`src/rtl/imem_fill_ctrl_pkg.sv`:
```
// Shared definitions for the imem boot/refill sequencer: default widths,
// FSM state encoding (also used by bench monitors) and the request address helper.
package imem_fill_ctrl_pkg;

  localparam int IMEM_ADDR_W = 10;
  localparam int IMEM_WORD_W = 32;

  typedef enum logic [2:0] {
    S_IDLE  = 3'd0,
    S_REQ   = 3'd1,
    S_WAIT  = 3'd2,
    S_WRITE = 3'd3,
    S_DONE  = 3'd4,
    S_ERR   = 3'd5
  } fill_state_e;

  // Byte address of image word idx; 32-bit add wraps modulo 2**32.
  function automatic logic [31:0] word_byte_addr(input logic [31:0] base,
                                                 input logic [31:0] idx);
    return base + (idx << 2);
  endfunction

endpackage

```
`src/rtl/imem_fill_timer.sv`:
```
// Per-word watchdog for the fill sequencer. Counts enabled cycles and flags
// expiry during the LIMIT-th enabled cycle; clear has priority over enable.
module imem_fill_timer #(
  parameter int LIMIT = 256
) (
  input  logic i_clk,
  input  logic i_rst_n,
  input  logic i_clr,
  input  logic i_en,
  output logic o_expire
);

  localparam int CW = $clog2(LIMIT + 1);

  logic [CW-1:0] cnt_q, cnt_d;

  assign o_expire = i_en && (cnt_q == CW'(LIMIT - 1));

  // Next count: clear, or advance while enabled and not yet expired.
  always_comb begin
    cnt_d = cnt_q;
    if (i_clr) begin
      cnt_d = '0;
    end else if (i_en && !o_expire) begin
      cnt_d = cnt_q + 1'b1;
    end
  end

  // Counter register with synchronous active-low reset.
  always_ff @(posedge i_clk) begin
    if (!i_rst_n) begin
      cnt_q <= '0;
    end else begin
      cnt_q <= cnt_d;
    end
  end

endmodule

```
`src/rtl/imem_fill_ctrl.sv`:
```
// Boot/refill sequencer: copies FILL_WORDS words from main memory into imem
// words 0..FILL_WORDS-1, one outstanding request at a time, and stalls fetch
// until the image is complete.
// Optional watchdog: define IMEM_FILL_TIMEOUT_EN to abort a stuck word into ERR.
module imem_fill_ctrl
  import imem_fill_ctrl_pkg::*;
#(
  parameter int          ADDR_W         = IMEM_ADDR_W,
  parameter int          FILL_WORDS     = 1024,
  parameter logic [31:0] MEM_BASE       = 32'h0,
  parameter bit          AUTO_START     = 1'b1,
  parameter int          TIMEOUT_CYCLES = 256
) (
  input  logic                   i_clk,
  input  logic                   i_rst_n,
  input  logic                   i_start,
  input  logic [31:0]            i_fetch_addr,
  output logic                   o_fetch_stall,
  output logic [ADDR_W-1:0]      o_imem_raddr,
  output logic                   o_imem_we,
  output logic [ADDR_W-1:0]      o_imem_waddr,
  output logic [IMEM_WORD_W-1:0] o_imem_wdata,
  output logic                   o_mm_req_valid,
  input  logic                   i_mm_req_ready,
  output logic [31:0]            o_mm_req_addr,
  input  logic                   i_mm_rsp_valid,
  input  logic [IMEM_WORD_W-1:0] i_mm_rsp_data,
  output logic                   o_busy,
  output logic                   o_done,
  output logic                   o_err
);

  // idx carries one extra bit so FILL_WORDS == 2**ADDR_W compares without wrapping.
  localparam logic [ADDR_W:0] LAST_IDX = (ADDR_W + 1)'(FILL_WORDS - 1);

  fill_state_e            state_q, state_d;
  logic [ADDR_W:0]        idx_q, idx_d;
  logic [IMEM_WORD_W-1:0] wdata_q, wdata_d;
  logic                   boot_q;
  logic                   timeout;
  logic                   unused_cfg;

`ifdef IMEM_FILL_TIMEOUT_EN
  logic wd_en;

  // Watchdog runs only while a word is being fetched (REQ/WAIT).
  assign wd_en = (state_q == S_REQ) || (state_q == S_WAIT);

  imem_fill_timer #(
    .LIMIT(TIMEOUT_CYCLES)
  ) u_timer (
    .i_clk   (i_clk),
    .i_rst_n (i_rst_n),
    .i_clr   (!wd_en),
    .i_en    (wd_en),
    .o_expire(timeout)
  );

  assign o_err      = (state_q == S_ERR);
  assign unused_cfg = ^i_fetch_addr[31:ADDR_W];
`else
  assign timeout    = 1'b0;
  assign o_err      = 1'b0;
  assign unused_cfg = ^{i_fetch_addr[31:ADDR_W], 32'(TIMEOUT_CYCLES)};
`endif

  assign o_fetch_stall = (state_q != S_DONE);
  assign o_busy        = (state_q == S_REQ) || (state_q == S_WAIT) || (state_q == S_WRITE);
  assign o_done        = (state_q == S_DONE);
  assign o_imem_raddr  = i_fetch_addr[ADDR_W-1:0];
  assign o_imem_waddr  = idx_q[ADDR_W-1:0];
  assign o_imem_wdata  = wdata_q;
  assign o_mm_req_addr = word_byte_addr(MEM_BASE, 32'(idx_q));

  // State, index, captured word and the one-shot boot flag.
  always_ff @(posedge i_clk) begin
    if (!i_rst_n) begin
      state_q <= S_IDLE;
      idx_q   <= '0;
      wdata_q <= '0;
      boot_q  <= 1'b1;
    end else begin
      state_q <= state_d;
      idx_q   <= idx_d;
      wdata_q <= wdata_d;
      boot_q  <= 1'b0;
    end
  end

  // Next-state and handshake outputs; handshakes win over a same-cycle timeout
  // so ERR is never entered with a request just accepted.
  always_comb begin
    state_d        = state_q;
    idx_d          = idx_q;
    wdata_d        = wdata_q;
    o_mm_req_valid = 1'b0;
    o_imem_we      = 1'b0;
    unique case (state_q)
      S_IDLE: begin
        if (i_start || (AUTO_START && boot_q)) begin
          state_d = S_REQ;
          idx_d   = '0;
        end
      end
      S_REQ: begin
        o_mm_req_valid = 1'b1;
        if (i_mm_req_ready) begin
          state_d = S_WAIT;
        end else if (timeout) begin
          state_d = S_ERR;
        end
      end
      S_WAIT: begin
        if (i_mm_rsp_valid) begin
          wdata_d = i_mm_rsp_data;
          state_d = S_WRITE;
        end else if (timeout) begin
          state_d = S_ERR;
        end
      end
      S_WRITE: begin
        o_imem_we = 1'b1;
        if (idx_q == LAST_IDX) begin
          state_d = S_DONE;
        end else begin
          idx_d   = idx_q + 1'b1;
          state_d = S_REQ;
        end
      end
      S_DONE, S_ERR: begin
        if (i_start) begin
          state_d = S_REQ;
          idx_d   = '0;
        end
      end
      default: state_d = S_IDLE;
    endcase
  end

endmodule

```
`config.mk`:
```
export PLATFORM = sky130hd
export DESIGN_NAME = imem_fill_ctrl
export DESIGN_NICKNAME = d
export VERILOG_FILES = /design/src/rtl/imem_fill_ctrl_pkg.sv /design/src/rtl/imem_fill_timer.sv /design/src/rtl/imem_fill_ctrl.sv
export SDC_FILE = /design/constraint.sdc
export NUM_CORES = 1
export LEC_CHECK = 0
export ABC_AREA = 1
export CORE_AREA = 2 2 84 86
export DETAILED_ROUTE_END_ITERATION = 10
export DIE_AREA = 0 0 86 88
export PLACE_DENSITY = 0.77
export SYNTH_ARGS = -nofsm -noshare
export SYNTH_HDL_FRONTEND = slang
export SYNTH_SLANG_ARGS = --single-unit
```
`constraint.sdc`:
```
create_clock -name i_clk -period 1.9 [get_ports i_clk]
set_clock_uncertainty 0.1 [all_clocks]
set_input_delay 0.57 -clock i_clk [delete_from_list [all_inputs] [get_ports i_clk]]
set_output_delay 0.57 -clock i_clk [all_outputs]
set_load 0.01 [all_outputs]
```
After elaboration in Yosys (flattened, before gate mapping) --
Cells that the tools add are included.
Word-level totals: register bits 47, input port bits 69, word-level logic and storage cells 39
Cells by class: $add $sub $neg 1, equality and inequality tests 12, mux-type cells 13, reduce and logical (&&, ||, !) cells 9
Operators with widths (count):
- $mux W11 | 3
- $pmux W11 S3 | 1
- $mux W3 | 5
- $pmux W3 S5 | 1
- $add A11 B1 Y11 const B | 1
- $eq A11 B10 Y1 const B | 1
- $ne A2 B2 Y1 const B | 5
- $reduce_and A4 Y1 | 2
- $eq A3 B2 Y1 const B | 2
- $eq A3 B3 Y1 const B | 2
- $eq A3 B1 Y1 const B | 1
- $logic_not A3 Y1 | 1
- $logic_or A1 B1 Y1 | 3
- $mux W1 | 3
- $ne A3 B3 Y1 const B | 1
- $reduce_bool A3 Y1 | 1
- $reduce_and A2 Y1 | 1
- $reduce_or A2 Y1 | 1

Longest topological paths before layout --
depth after elaboration 4, gate-level depth with buffers 11, depth with buffers taken out 11

Least setup slack after synthesis --
Ideal clock, no wire load.
path kind reg2reg, start point register idx_q[0], end point register idx_q[0], arrival time 1.510 ns, path buffers 0, required time 1.687 ns, stages on the path, launching flop included 9, setup slack 0.177 ns, cell sequence dfxtp_1 -> ha_1 -> nand3_1 -> nor2_1 -> nand4_2 -> nand2_4 -> inv_2 -> nor2_1 -> nor2_1
Between the ends: cells in the longest elaborated chain, start to end 3
Ends and longest elaborated chain:
- start: declaration | line imem_fill_ctrl.sv:37 | logic [ADDR_W:0] idx_q, idx_d;
- start signal: assignment | line imem_fill_ctrl.sv:84 | idx_q <= idx_d;
- $add A11 B1 Y11 / $eq A11 B10 Y1 (equally long branches) | line imem_fill_ctrl.sv:126, imem_fill_ctrl.sv:123
- $mux W11 / $ne A2 B2 Y1 (equally long branches)
- $pmux W11 S3 / $reduce_and A4 Y1 (equally long branches)
Parallel ways exist; a longest one is shown, timed or not. The select of a mux whose other input is x is not followed. A chain may end at the register's enable or synchronous reset.

Final worst setup path --
start point register idx_q[10], end point output o_mm_req_addr[12]
RTL lines:
- end: declaration | line imem_fill_ctrl.sv:25 | output logic [31:0] o_mm_req_addr,
No word-level cell between the ends.

==> results.json <==
{
  "fp-row-count": 30,
  "cts.sinks": 47,
  "core_um2": 6640,
  "p_comb_share_pct": 42.8,
  "dieWidth_um": 86,
  "via_per_inst": 4.56,
  "setup_slack_ns": 0.0336,
  "avgSynthCellArea_um2": 7.01,
  "yosysSeqAreaShare_pct": 40.3,
  "remaining_drc_errors": 0,
  "yosysUniqueCellTypes": 24,
  "layout_common_cells": "nor2_1, clkdlybuf4s50_1, nand2_1",
  "outcome": "completed",
  "switching_share_pct": 35.7,
  "start_util_pct": 35.1,
  "p_int_w": 0.00221,
  "clock_path_buffers": 2,
  "grt_pass1_vias": 2052,
  "fmax_mhz": 536,
  "nFillCells": 648,
  "clockRootBuffer": "clkbuf_8",
  "cp.depth": 1,
  "setup_viol": 0,
  "cp_num_buf_inv": 1,
  "routed_wl_mm": 5.73,
  "fin_nets": 492,
  "insertion_delay_ns": 0.29,
  "clkTransAtPathRegs_ns": 0.08,
  "cp_max_fo": 3,
  "worstPathArrival_ns": 1.20,
  "dp.cells": 493,
  "yosysWarnings": 0,
  "die_h_um": 88,
  "gr-usage-all-layers_pct": 14.7,
  "final_cells": 503,
  "grt_max_degree": 39,
  "async_reset_ff_share_pct": 0,
  "numCtsBuffers": 5,
  "power_switching_w": 0.00123,
  "cts_tree": "yes",
  "hold_class": "flip-flop to flip-flop",
  "wl_per_cell_um": 11.4,
  "synth_edf_count": 0,
  "antenna_found_initial": 0,
  "max_stage_delay_ns": 0.55,
  "hpwl_mm": 4.26,
  "cellPowerDensity_nw_per_um2": 997,
  "postSynthCellCount": 333,
  "cts_hold_buf": 0,
  "pwr-share-seq_pct": 38.2,
  "end_kind": "output port",
  "hold_viol": 0,
  "worstHoldPathCells": 2,
  "ys.flop_type": "dfxtp_1",
  "antenna_left": 0,
  "grt.overflow.total": 0,
  "worst_ep_required_time_ns": 1.23,
  "vias": 2293,
  "antennaDiodeCount": 0,
  "critPathLaunchType": "flip-flop",
  "timing.final.max_slew_violations": 0,
  "critical-path-slowest-cell": "clkdlybuf4s50_1",
  "timing.final.crit_share_pct": 98.2,
  "first_pass_iters": 4,
  "pwr-share-clk_pct": 19.0,
  "cts_htree_levels": 2,
  "dieArea_um2": 7570,
  "finalCriticalPeriod_ns": 1.87,
  "final_common_cell": "nor2_1",
  "detail_route.iter0.violations": 77,
  "leakage_nw": 1.74,
  "pre_cts_ws_ns": -0.0714,
  "crit_family": "buffers and inverters",
  "drive_gt1_share_pct": 12.8,
  "max_cap_viol_count": 0,
  "crit_type": "flip-flop to output port",
  "ys_ff_latch": 47,
  "area_growth_syn_to_layout_pct": 47.9,
  "gp_congestion": 0.821,
  "ioPinCount": 159,
  "path_cells": "clkdlybuf4s50_1",
  "r2r_cells": 9,
  "synth_area_um2": 2330,
  "io_buffer_count": 94,
  "grt_pass1_wl_mm": 8.99,
  "ir_drop_mv": 0.442
}
## repair_timing
item / in CTS / in global routing
gates resized for setup: 33 / 22
hold endpoints to repair: 0 / 0
setup buffers: 2 / 0
pin swaps: 1 / 2
endpoints found under the setup margin: 17 / 24
## final cells by class
cell class	instances	area (um^2)	share of cell area [%]
Timing Repair Buffer	114	1170	33.8
Multi-Input combinational cell	231	1040	30.2
Sequential cell	47	956	27.7
Clock buffer	8	100	2.90
Tap cell	80	100	2.90
Inverter	23	86.3	2.50
## worst min-delay path, cell delays in order (launching register included)
cell and delay [ns]:
dfxtp_1 0.33, nor2_1 0.04, nor2_1 0.08
## routing by layer
| metal | vias to the layer above | routed length, um | global-route usage [%] |
|---|---|---|---|
| met3 | 4 | 510 | 5.37 |
| met2 | 78 | 2870 | 27.8 |
| li1 | 1162 | - | - |
| met5 | - | 0 | 0 |
| met4 | 0 | 42 | 4.33 |
| met1 | 1049 | 2300 | 15.2 |
## metrics by stage
| stage | util, % | instance area [um^2] | power (W) | TNS [ns] | hold WS (ns) |
|---|---|---|---|---|---|
| after floorplan | - | 2410 | 0.00215 | 0 | 0.411 |
| after CTS | 51.3 | 3410 | 0.00348 | 0 | 0.391 |
| final | 52.0 | 3450 | 0.00344 | 0 | 0.388 |
| after global placement | 49.3 | 3280 | 0.00277 | -0.133 | 0.361 |
| after global routing | 52.0 | 3450 | 0.00368 | -0.00274 | 0.407 |
| after detailed placement | 49.3 | 3280 | 0.00281 | -0.356 | 0.375 |
## sequential cells by signal, indices dropped and copies added (netlist names)
name,flops
o_imem_wdata,32
idx_q,11
state_q,3
boot_q,1
## synth_stat cells, types with 2 or more instances
cell / number / area share [%]
nand2_1: 48 / 7.7
nor3_1: 4 / 0.86
clkbuf_1: 7 / 1.1
inv_1: 17 / 2.7
buf_4: 42 / 14
dfxtp_1: 47 / 40
nand3_1: 14 / 3.0
buf_2: 4 / 0.86
nor2_1: 86 / 14
o21ai_0: 33 / 7.1
nor2_4: 2 / 0.96
a21oi_1: 11 / 2.4
nand4_1: 2 / 0.54
inv_2: 6 / 0.96
## power groups by stage
stage | clock, W | combinational [W] | sequential (W)
final | 0.000653 | 0.00147 | 0.00131
after global routing | 0.000715 | 0.00163 | 0.00134
after CTS | 0.000678 | 0.00149 | 0.00131
after detailed placement | 0 | 0.00149 | 0.00132
after global placement | 0 | 0.00146 | 0.00131
after floorplan | 0 | 0.000778 | 0.00137
## path summary, 6_finish.rpt
kind                          from  slack [ns]                end
hold reg to reg   o_imem_wdata[10]        0.39   o_imem_wdata[10]
setup reg to reg          idx_q[0]        0.18           idx_q[1]
setup / recovery         idx_q[10]        0.03  o_mm_req_addr[12]
hold / removal    o_imem_wdata[10]        0.39   o_imem_wdata[10]
## logic make-up (layout without fill, tap and decap cells)
group	Yosys count	in the layout	share of synthesized area, %
adder cells (fa/ha/maj)	1	1	0.536
other	1	22	0.161
buffers and inverters	76	145	19.2
AO/OA/AOI/OAI	46	46	9.97
flip-flops	47	47	40.3
AND/OR/NAND/NOR	161	161	29.5
XOR/XNOR	1	1	0.375
(Power assumes the default switching activity.)
